**src/rtl/div_pkg.sv**
```systemverilog
// Shared definitions for the sequential restoring divider: controller
// state encoding and the default operand width.
package div_pkg;

   localparam int DEFAULT_WIDTH = 4;

   typedef enum logic [2:0] {
      IDLE  = 3'd0,
      LOAD  = 3'd1,
      SHIFT = 3'd2,
      TEST  = 3'd3,
      DONE  = 3'd4
   } state_t;

endpackage

```
**src/rtl/seq_divider_if.sv**
```systemverilog
// Handshake and operand/result bundle for the sequential divider.
// The master side issues start with operands; the slave side computes.
interface seq_divider_if
   import div_pkg::*;
#(
   parameter int WIDTH = DEFAULT_WIDTH
);
   logic             start;
   logic [WIDTH-1:0] dividend;
   logic [WIDTH-1:0] divisor;
   logic [WIDTH-1:0] quotient;
   logic [WIDTH-1:0] remainder;
   logic             busy;
   logic             done;
   logic             div_by_zero;

   modport master (
      output start, dividend, divisor,
      input  quotient, remainder, busy, done, div_by_zero
   );

   modport slave (
      input  start, dividend, divisor,
      output quotient, remainder, busy, done, div_by_zero
   );
endinterface

```
**src/rtl/div_datapath.sv**
```systemverilog
// Datapath of the restoring divider: partial remainder R, dividend/quotient
// shift register Q, divisor D, bit counter and the trial subtractor.
// The post-TEST values of Q and R are exposed so the controller can latch
// the final result in the same cycle as the last TEST update.
module div_datapath
   import div_pkg::*;
#(
   parameter int WIDTH = DEFAULT_WIDTH
) (
   input  logic             clk,
   input  logic             rst,
   input  logic             load,
   input  logic             shift,
   input  logic             test,
   input  logic [WIDTH-1:0] dividend,
   input  logic [WIDTH-1:0] divisor,
   output logic             borrow,
   output logic             cnt_last,
   output logic [WIDTH-1:0] q_final,
   output logic [WIDTH-1:0] r_final
);
   localparam int CNT_W = $clog2(WIDTH + 1);

   logic [WIDTH:0]   r_reg;
   logic [WIDTH-1:0] q_reg;
   logic [WIDTH-1:0] d_reg;
   logic [CNT_W-1:0] cnt_reg;
   logic [WIDTH+1:0] diff;

   // One extra bit beyond R makes the borrow of R - D explicit.
   assign diff     = {1'b0, r_reg} - {2'b00, d_reg};
   assign borrow   = diff[WIDTH+1];
   assign cnt_last = (cnt_reg == CNT_W'(WIDTH - 1));
   assign q_final  = {q_reg[WIDTH-1:1], ~borrow};
   assign r_final  = borrow ? r_reg[WIDTH-1:0] : diff[WIDTH-1:0];

   // Register updates driven by the controller's load/shift/test strobes.
   always_ff @(posedge clk) begin
      if (rst) begin
         r_reg   <= '0;
         q_reg   <= '0;
         d_reg   <= '0;
         cnt_reg <= '0;
      end else if (load) begin
         r_reg   <= '0;
         q_reg   <= dividend;
         d_reg   <= divisor;
         cnt_reg <= '0;
      end else if (shift) begin
         {r_reg, q_reg} <= {r_reg[WIDTH-1:0], q_reg, 1'b0};
      end else if (test) begin
         if (!borrow) begin
            r_reg <= diff[WIDTH:0];
         end
         q_reg[0] <= ~borrow;
         cnt_reg  <= cnt_reg + 1'b1;
      end
   end
endmodule

```
**src/rtl/seq_divider.sv**
```systemverilog
// Sequential restoring divider: controller FSM plus result registers,
// one quotient bit per SHIFT/TEST pair. A zero divisor short-circuits
// from LOAD straight to DONE with a saturated quotient.
module seq_divider
   import div_pkg::*;
#(
   parameter int WIDTH = DEFAULT_WIDTH
) (
   input  logic          clk,
   input  logic          rst,
   seq_divider_if.slave  bus
);
   state_t           state_reg;
   state_t           state_next;
   logic             load_st;
   logic             shift_st;
   logic             test_st;
   logic             divisor_zero;
   logic             borrow;
   logic             cnt_last;
   logic [WIDTH-1:0] q_final;
   logic [WIDTH-1:0] r_final;
   logic [WIDTH-1:0] quotient_reg;
   logic [WIDTH-1:0] remainder_reg;
   logic             dbz_reg;

   assign load_st      = (state_reg == LOAD);
   assign shift_st     = (state_reg == SHIFT);
   assign test_st      = (state_reg == TEST);
   assign divisor_zero = (bus.divisor == '0);

   div_datapath #(.WIDTH(WIDTH)) u_datapath (
      .clk      (clk),
      .rst      (rst),
      .load     (load_st),
      .shift    (shift_st),
      .test     (test_st),
      .dividend (bus.dividend),
      .divisor  (bus.divisor),
      .borrow   (borrow),
      .cnt_last (cnt_last),
      .q_final  (q_final),
      .r_final  (r_final)
   );

   // Controller state register.
   always_ff @(posedge clk) begin
      if (rst) begin
         state_reg <= IDLE;
      end else begin
         state_reg <= state_next;
      end
   end

   // Next-state decode; start is only honoured in IDLE.
   always_comb begin
      state_next = state_reg;
      case (state_reg)
         IDLE:    if (bus.start) state_next = LOAD;
         LOAD:    state_next = divisor_zero ? DONE : SHIFT;
         SHIFT:   state_next = TEST;
         TEST:    state_next = cnt_last ? DONE : SHIFT;
         DONE:    state_next = IDLE;
         default: state_next = IDLE;
      endcase
   end

   // Result registers change only on entry to DONE and hold otherwise.
   always_ff @(posedge clk) begin
      if (rst) begin
         quotient_reg  <= '0;
         remainder_reg <= '0;
         dbz_reg       <= 1'b0;
      end else if (load_st && divisor_zero) begin
         quotient_reg  <= '1;
         remainder_reg <= bus.dividend;
         dbz_reg       <= 1'b1;
      end else if (test_st && cnt_last) begin
         quotient_reg  <= q_final;
         remainder_reg <= r_final;
         dbz_reg       <= 1'b0;
      end
   end

   assign bus.quotient    = quotient_reg;
   assign bus.remainder   = remainder_reg;
   assign bus.div_by_zero = dbz_reg;
   assign bus.busy        = load_st || shift_st || test_st;
   assign bus.done        = (state_reg == DONE);
endmodule
```
**src/flat_wrapper.sv**
```systemverilog
// flat-port wrapper written by rule: the top's interface ports become plain ports
module seq_divider_flat import div_pkg::*;
#(
   parameter int WIDTH = DEFAULT_WIDTH
)
  (clk, rst, bus_start, bus_dividend, bus_divisor, bus_quotient, bus_remainder, bus_busy, bus_done, bus_div_by_zero);
  seq_divider_if #(.WIDTH(WIDTH)) bus_i ();
  input  logic clk;
  input  logic rst;
  input wire logic [$bits(bus_i.start)-1:0] bus_start;
  input wire logic [$bits(bus_i.dividend)-1:0] bus_dividend;
  input wire logic [$bits(bus_i.divisor)-1:0] bus_divisor;
  output wire logic [$bits(bus_i.quotient)-1:0] bus_quotient;
  output wire logic [$bits(bus_i.remainder)-1:0] bus_remainder;
  output wire logic [$bits(bus_i.busy)-1:0] bus_busy;
  output wire logic [$bits(bus_i.done)-1:0] bus_done;
  output wire logic [$bits(bus_i.div_by_zero)-1:0] bus_div_by_zero;
  assign bus_i.start = bus_start;
  assign bus_i.dividend = bus_dividend;
  assign bus_i.divisor = bus_divisor;
  assign bus_quotient = bus_i.quotient;
  assign bus_remainder = bus_i.remainder;
  assign bus_busy = bus_i.busy;
  assign bus_done = bus_i.done;
  assign bus_div_by_zero = bus_i.div_by_zero;
  seq_divider #(.WIDTH(WIDTH)) u_core (.clk(clk), .rst(rst), .bus(bus_i));
endmodule
```
**config.mk**
```make
export PLATFORM = sky130hd
export DESIGN_NAME = seq_divider_flat
export DESIGN_NICKNAME = d
export VERILOG_FILES = /design/src/rtl/div_pkg.sv /design/src/rtl/seq_divider_if.sv /design/src/rtl/div_datapath.sv /design/src/rtl/seq_divider.sv /design/src/flat_wrapper.sv
export SDC_FILE = /design/constraint.sdc
export NUM_CORES = 1
export LEC_CHECK = 0
export BUFFER_PORTS_ARGS = -buffer_cell sky130_fd_sc_hd__buf_4
export CORE_ASPECT_RATIO = 0.9
export CORE_MARGIN = 4
export CORE_UTILIZATION = 60
export DETAILED_ROUTE_END_ITERATION = 8
export GPL_TIMING_DRIVEN = 0
export HOLD_SLACK_MARGIN = 0.12
export PLACE_DENSITY = 0.83
export SETUP_SLACK_MARGIN = 0.2
export SLEW_MARGIN = 15
export SYNTH_ARGS = -nofsm -noshare
export SYNTH_HDL_FRONTEND = slang
export SYNTH_HIERARCHICAL = 1
export SYNTH_SLANG_ARGS = --single-unit
```
**constraint.sdc**
```tcl
create_clock -name clk -period 3.5 [get_ports clk]
set_input_delay 0.175 -clock clk [delete_from_list [all_inputs] [get_ports clk]]
set_output_delay 0.175 -clock clk [all_outputs]
set_load 0.02 [all_outputs]
```
==> summary.md, run 1 <==
| Metric | Value |
|---|---|
| Bufs on Longest Clock Path | 2 |
| Syn avg cell area | between 9 and 10 µm² |
| Worst EP required | between 3 and 4 ns |
| CTS tree | yes |
| Worst-path cell chain | inv_1 > nor3_1 > buf_2 > mux2i_1 > nor2_1 > a21oi_1 > nor2_1 > dlygate4sd3_1 |
| CP Class | flip-flop to flip-flop |
| Slowest-stage cell, CP | nor3_1 |
| Worst slew pin tran | a little over 0.7 ns |
| End-of-flow core utilization | between 70 and 80% |
| Top-count cell post-synth | dfxtp_1 |
| Total setup buffers inserted after CTS | 0 |
| Num CTS Buffers | 3 |
| Number of global-route vias before repair | about 1400 |
| HPWL Detailed | 2550 µm |
| Peak supply drop | roughly 0.44 mV |
| Worst EP arrival | between 2 and 3 ns |
| Worst skew pair latency | approximately 0.33 ns |
| Antenna violations before repair | 0 |
| Count of cell types in the netlist | 48 |
| CP Max Fanout | 10 |
| Core Region | around 2500 µm² |
| Synthesized instance count | ~180 |
| DR WL/cell | 15.4 µm |
| Pwr/cell area | 383 nW/µm² |
| Total die area | between 3000 and 4000 µm² |
| Worst setup SP type | flip-flop |
| Endpoints failing hold | 0 |
| Pre-antenna DRT Iters | 4 |
| CTS Sinks | 28 |
| Pin count of the biggest net entering global routing | 17 |
| Mapped cell area | ~1600 µm² |
| GP Congestion | 0.786 |
| Die X | between 60 and 70 µm |
| Stages on worst setup path | 8 |
| Final max-slew violation count | 0 |
| Met2 Use GR | between 40% and 50% |
| First-pass GRT wire length | 6240 µm |
| Post-cts resize count | 0 |
| Synth warnings | 6 |
| Yosys reg bits | 28 |
| Final clock skew | around 0.0026 ns |
| RSZ-0062 raised after global routing | no |
| Number of synthesized flops with an enable pin | 0 |
| IO Port Bufs | 20 |
| Crit share post-route | ~75% |
| Placed cell count | ~220 |
| Fillers | approximately 160 |
| Bufs and invs on worst path | 3 |
| Max reg flops | 5 |
| Met1 usage | between 20% and 30% |
| Post-route DRC | 0 |
| Root buf cell | clkbuf_4 |
| Sequential share of the synthesized area | between 30 and 40% |
| H-tree Lvls | 1 |
| Non-filler cells in the finished layout | around 240 |
| Layout Nets | 228 |
| GR peak layer | met2 |
| Synth top area cells | dfxtp_1, mux2i_1, a21oi_1, nor2_1, ha_1 |
| Worst path max stage delay | ~0.56 ns |
| Most used DFF post-synth | dfxtp_1 |
| Met3 GRT Util | between 6 and 7% |
| Post-route ant nets | 0 |
| Crit path top cell by count | nor2_1 |
| Critical path's top delay family | buffers and inverters |
| Share of layout cells above drive strength 1 | 25.4% |
| Drt total wl | 3660 µm |
| Cell depth of the worst min-delay path | 3 |
| Die Y | 57.6 µm |
| Synth-to-Final Area Change | 20.0% |
| Multi-input combinational cell area | between 900 and 1000 µm² |
| Total Negative Setup Slacks | 0 ns |
| CP endpoint kind | flip-flop |
| Commonest cells in the netlist | dfxtp_1, nor2_1, mux2i_1 |
| Share of the synthesized area in the top cell type | 34.2% |
| Io pins | 22 |
| Max-capacitance violation count | 0 |
| Hold Path Class | input pin to flip-flop |
| Status | finished, final reports clean |
| Initial Util | between 60% and 70% |
| Syn_nets | 194 |
| Site Rows | 17 |
| Total number of vias | 1383 |
| Register area | 561 µm² |
| Hold_buf cts | 9 |
| Grt total ovfl | 0 |
| Vias/cell | between 5 and 6 |
| Detailed Route Iter0 Violations | 46 |
| Reg2Reg Depth | 8 |
| Final Setup Violations | 0 |
| Clock Pin Slew Worst Setup and Hold Paths | roughly 0.15 ns |
| Diodes inserted | 0 |
| Cell taking the most area after synthesis | dfxtp_1 |
| Max Freq | 381 MHz |
| GR Util All Layers | between 20% and 30% |
| Async S/R FF share, synth | 0% |
| LEAKAGE | 0.000875 µW |
| Fin crit period | between 2 and 3 ns |
| Worst slew margin | about 52% |
-- routing by layer --
layer	vias up	wire length (µm)	part of all wire (%)
met2	41	1920	53
met4	0	31	0.85
li1	681	-	-
met5	-	0	0
met1	657	1510	41
met3	4	197	5.4
-- logic make-up after synthesis --
| family | share of synthesized area [%] |
|---|---|
| compound gates | 17.5 |
| xor+xnor | 1.07 |
| mux | 14.1 |
| simple gates | 18.3 |
| buf+inv | 8.94 |
| fa+ha+maj | 5.81 |
| flops | 34.2 |
-- path summary, 6_finish.rpt --
| check | end | startpoint | slack [ns] |
|---|---|---|---|
| max | u_core/u_datapath/q_reg[3] | u_core/state_reg[1] | 0.88 |
| min | u_core/bus.remainder[3] | bus_dividend[3] | 0.13 |
| max reg2reg | u_core/u_datapath/q_reg[3] | u_core/state_reg[1] | 0.88 |
| min reg2reg | u_core/bus.div_by_zero | u_core/bus.div_by_zero | 0.47 |
-- cell type report --
type	instances	area share, %
multi-input combinational	124	47.4
sequential	28	28.5
timing repair buffer	29	12.2
buffer	14	5.54
inverter	10	1.91
tap	28	1.78
clock inverter	1	1.53
clock buffer	3	1.15
-- cells in the final DEF (no fill, tap or decap), drive strengths merged, types with 6 or more instances in the layout --
cell type / Yosys / final
buf: 12 / 32
dfxtp: 28 / 28
nor2: 22 / 22
mux2i: 19 / 19
a21oi: 16 / 16
inv: 10 / 10
nand2: 10 / 10
dlygate4sd3: 0 / 9
nor3: 6 / 6
ha: 6 / 6
-- power breakdown --
group / total, µW / internal (µW) / switching (µW)
Combinational: 196 / 95.3 / 101
Sequential: 342 / 332 / 9.82
Clock: 215 / 116 / 98.6
Total: 753 / 543 / 209
-- worst min-delay path: cells and delay by family --
kind                   cells  cell delay (ns)
AOI/OAI and AO/OA          2             0.17
buffers and inverters      1             0.09
-- stage by stage --
stage                     worst slack, ns  hold WS, ns  power [µW]  instance area (µm²)
after floorplan                      1.66        0.318         490                 1640
after global placement               1.53        0.385         526                 1820
after detailed placement             1.50        0.385         531                 1820
after CTS                           0.884        0.121         754                 1970
after global routing                0.662        0.142         790                 1970
final                               0.875        0.134         753                 1970
No activity file was read; power rests on OpenSTA's default activity.
==> run 2: changes to the inputs <==
--- a/config.mk
+++ b/config.mk
@@ -8,11 +8,11 @@
 export BUFFER_PORTS_ARGS = -buffer_cell sky130_fd_sc_hd__buf_4
 export CORE_ASPECT_RATIO = 0.9
 export CORE_MARGIN = 4
-export CORE_UTILIZATION = 60
+export CORE_UTILIZATION = 57
 export DETAILED_ROUTE_END_ITERATION = 8
 export GPL_TIMING_DRIVEN = 0
 export HOLD_SLACK_MARGIN = 0.12
-export PLACE_DENSITY = 0.83
+export PLACE_DENSITY = 0.79
 export SETUP_SLACK_MARGIN = 0.2
 export SLEW_MARGIN = 15
 export SYNTH_ARGS = -nofsm -noshare
==> constraint.sdc (replaced) <==
create_clock -name clk -period 2.65 [get_ports clk]
set_input_delay 0.1325 -clock clk [delete_from_list [all_inputs] [get_ports clk]]
set_output_delay 0.1325 -clock clk [all_outputs]
set_load 0.02 [all_outputs]
==> run 2 against run 1 <==
Sequential power up 32%. Die area up 4.6%. First-iteration DRC count up 15%. Clock skew down 0.0013 ns. Final area up 0.76%. Sequential share of layout area down 0.22 points. Non-clock buffer count unchanged. Worst setup slack worse by 0.36 ns. Power up 31%. Flip-flop and latch count unchanged. Register-to-register slack worse by 0.36 ns. Hold slack better by 0.019 ns. Largest cell class unchanged. Largest power group unchanged.
==> summary.md, run 2 (same netlist as run 1, synthesis figures left out) <==
| Metric | Value |
|---|---|
| Grt total ovfl | 0 (unchanged) |
| Die Y | 58.9 µm (was 57.6 µm) |
| Site Rows | 18 (was 17) |
| Cell depth of the worst min-delay path | 2 (was 3) |
| Number of global-route vias before repair | 1417 (was 1389) |
| Max-capacitance violation count | 0 (unchanged) |
| Placed cell count | 236 (was 224) |
| Core Region | 2750 µm² (was 2530 µm²) |
| RSZ-0062 raised after global routing | no (unchanged) |
| Pwr/cell area | 498 nW/µm² (was 383 nW/µm²) |
| Post-route DRC | 0 (unchanged) |
| Clock network fraction of design power | 28.1% (was 28.5%) |
| Initial Util | 59.6% (was 64.7%) |
| Num CTS Buffers | 3 (unchanged) |
| Hold endpoint | u_core/bus.quotient[0] (was u_core/bus.remainder[3]) |
| Endpoints failing hold | 0 (unchanged) |
| Pin count of the biggest net entering global routing | 17 (unchanged) |
| Switching Power | 269 µW (was 209 µW) |
| Pre-antenna DRT Iters | 5 (was 4) |
| Non-filler cells in the finished layout | 249 (was 237) |
| Final Setup Violations | 0 (unchanged) |
| Crit share post-route | 80.5% (was 75.0%) |
| HPWL Detailed | 2690 µm (was 2550 µm) |
| H-tree Lvls | 1 (unchanged) |
| DP Worst Slack | 0.626 ns (was 1.50 ns) |
| Io pins | 22 (unchanged) |
| Commonest non-fill, non-tap cell in the layout | dfxtp_1 (unchanged) |
| Synth-to-Final Area Change | 20.9% (was 20.0%) |
| Total setup buffers inserted after CTS | 0 (unchanged) |
| Worst slew pin tran | 0.802 ns (was 0.710 ns) |
| Vias/cell | 5.48 (was 5.84) |
| Worst slew margin | 46.1% (was 52.3%) |
| Commonest cells after routing, fill and taps aside | dfxtp_1, buf_4, nor2_1 (unchanged) |
| Reg-to-Reg Start | u_core/state_reg[1] (unchanged) |
| Reg power frac | 45.8% (was 45.4%) |
| Worst setup SP type | flip-flop (unchanged) |
| Bufs on Longest Clock Path | 2 (unchanged) |
| Peak supply drop | 0.471 mV (was 0.443 mV) |
| Diodes inserted | 0 (unchanged) |
| Final clock skew | 0.00129 ns (was 0.00262 ns) |
| Die X | 64.5 µm (was 63.1 µm) |
| CTS Sinks | 28 (unchanged) |
| Sw frac | 27.3% (was 27.8%) |
| CP Class | flip-flop to flip-flop (unchanged) |
| Max reg flops | 5 (unchanged) |
| Status | finished, final reports clean (unchanged) |
| Hold Path Class | input pin to flip-flop (unchanged) |
| Fin crit period | 2.13 ns (was 2.62 ns) |
| Total die area | 3800 µm² (was 3630 µm²) |
| Antenna violations before repair | 0 (unchanged) |
| LEAKAGE | 0.000873 µW (was 0.000875 µW) |
| Combinational share of power | 26.2% (was 26.1%) |
| Reg2Reg Depth | 7 (was 8) |
| IO Port Bufs | 20 (unchanged) |
| Post-route ant nets | 0 (unchanged) |
| Hold Worst Slack | 0.153 ns (was 0.134 ns) |
| Worst EP required | 2.89 ns (was 3.74 ns) |
| Total Negative Setup Slacks | 0 ns (unchanged) |
| Root buf cell | clkbuf_4 (unchanged) |
| CP endpoint kind | flip-flop (unchanged) |
| Layout Nets | 228 (unchanged) |
| Final worst slack | 0.516 ns (was 0.875 ns) |
| Max Freq | 469 MHz (was 381 MHz) |
| Detailed Route Iter0 Violations | 53 (was 46) |
| Worst skew pair latency | 0.32 ns (was 0.33 ns) |
| Hold Startpoint | rst (was bus_dividend[3]) |
| CP Max Fanout | 10 (unchanged) |
| RR Endpoint | u_core/u_datapath/q_reg[2] (was u_core/u_datapath/q_reg[3]) |
| GR Util All Layers | 20.2% (was 22.0%) |
| GP Congestion | 0.791 (was 0.786) |
| CTS tree | yes (unchanged) |
| Clock Pin Slew Worst Setup and Hold Paths | 0.15 ns (about the same) |
| Worst EP arrival | 2.37 ns (was 2.86 ns) |
| Total number of vias | 1365 (was 1383) |
| DR WL/cell | 14.2 µm (was 15.4 µm) |
| First-pass GRT wire length | 6090 µm (was 6240 µm) |
| Share of layout cells above drive strength 1 | 25.4% (unchanged) |
| Final max-slew violation count | 0 (unchanged) |
| Setup slack, reg-to-reg | 0.52 ns (was 0.88 ns) |
| Cell internal pwr | 717 µW (was 543 µW) |
| Drt total wl | 3540 µm (was 3660 µm) |
[run 2: worst max-delay path by stage]
stage	from	endpoint	slack, ns	depth (start not counted)
4_1_cts	u_core/state_reg[1]	u_core/u_datapath/q_reg[2]	0.58	7
5_1_grt	u_core/state_reg[1]	u_core/u_datapath/r_reg[2]	0.34	7
6_report	u_core/state_reg[1]	u_core/u_datapath/q_reg[2]	0.52	7
3_3_place_gp	u_core/state_reg[1]	u_core/u_datapath/r_reg[2]	0.67	7
3_5_place_dp	u_core/state_reg[1]	u_core/u_datapath/q_reg[2]	0.63	7
2_1_floorplan	u_core/u_datapath/r_reg[0]	u_core/u_datapath/r_reg[4]	0.81	8
[run 2: repair_timing]
item | CTS | global route
hold buffers | 9 | 0
gates resized for setup | 0 | 0
hold endpoints to repair | 12 | 0
[run 2: power by group through the flow]
| stage | Clock (µW) | Combinational (µW) | Sequential (µW) |
|---|---|---|---|
| after floorplan | 0 | 188 | 460 |
| after global placement | 0 | 236 | 460 |
| after detailed placement | 0 | 244 | 461 |
| after CTS | 286 | 256 | 451 |
| after global routing | 304 | 280 | 454 |
| final | 277 | 258 | 452 |
[run 2: layout make-up]
cell class              instances  area (µm²)
clock buffers                   3        22.5
clock inverters                 1        30.0
fillers                       212         767
inverters                      10        37.5
flip-flops and latches         28         561
multi-input cells             124         931
plain buffers                  14         109
repair buffers                 29         240
well taps                      40        50.0
[run 2: stage by stage]
stage	cell area [µm²]	total power, µW	utilization [%]
after floorplan	1640	648	-
after global placement	1840	695	66.9
after detailed placement	1840	704	66.9
after CTS	1980	993	72.1
after global routing	1980	1040	72.1
final	1980	987	72.1
[run 2: routing by layer]
metal	track usage, %	part of all wire (%)	vias to the layer above
met4	3.92	1.1	0
li1	-	-	682
met3	4.58	5.1	4
met2	39.6	52	43
met1	22.5	42	636
met5	0	0	-
[run 2: worst max-delay path, cell delays in order (launching register included)]
cell and delay [ns]:
dfxtp_1 0.44, inv_1 0.10, nor3_1 0.63, buf_2 0.39
mux2i_1 0.23, nor2_1 0.06, a21oi_1 0.14, nor2_1 0.06
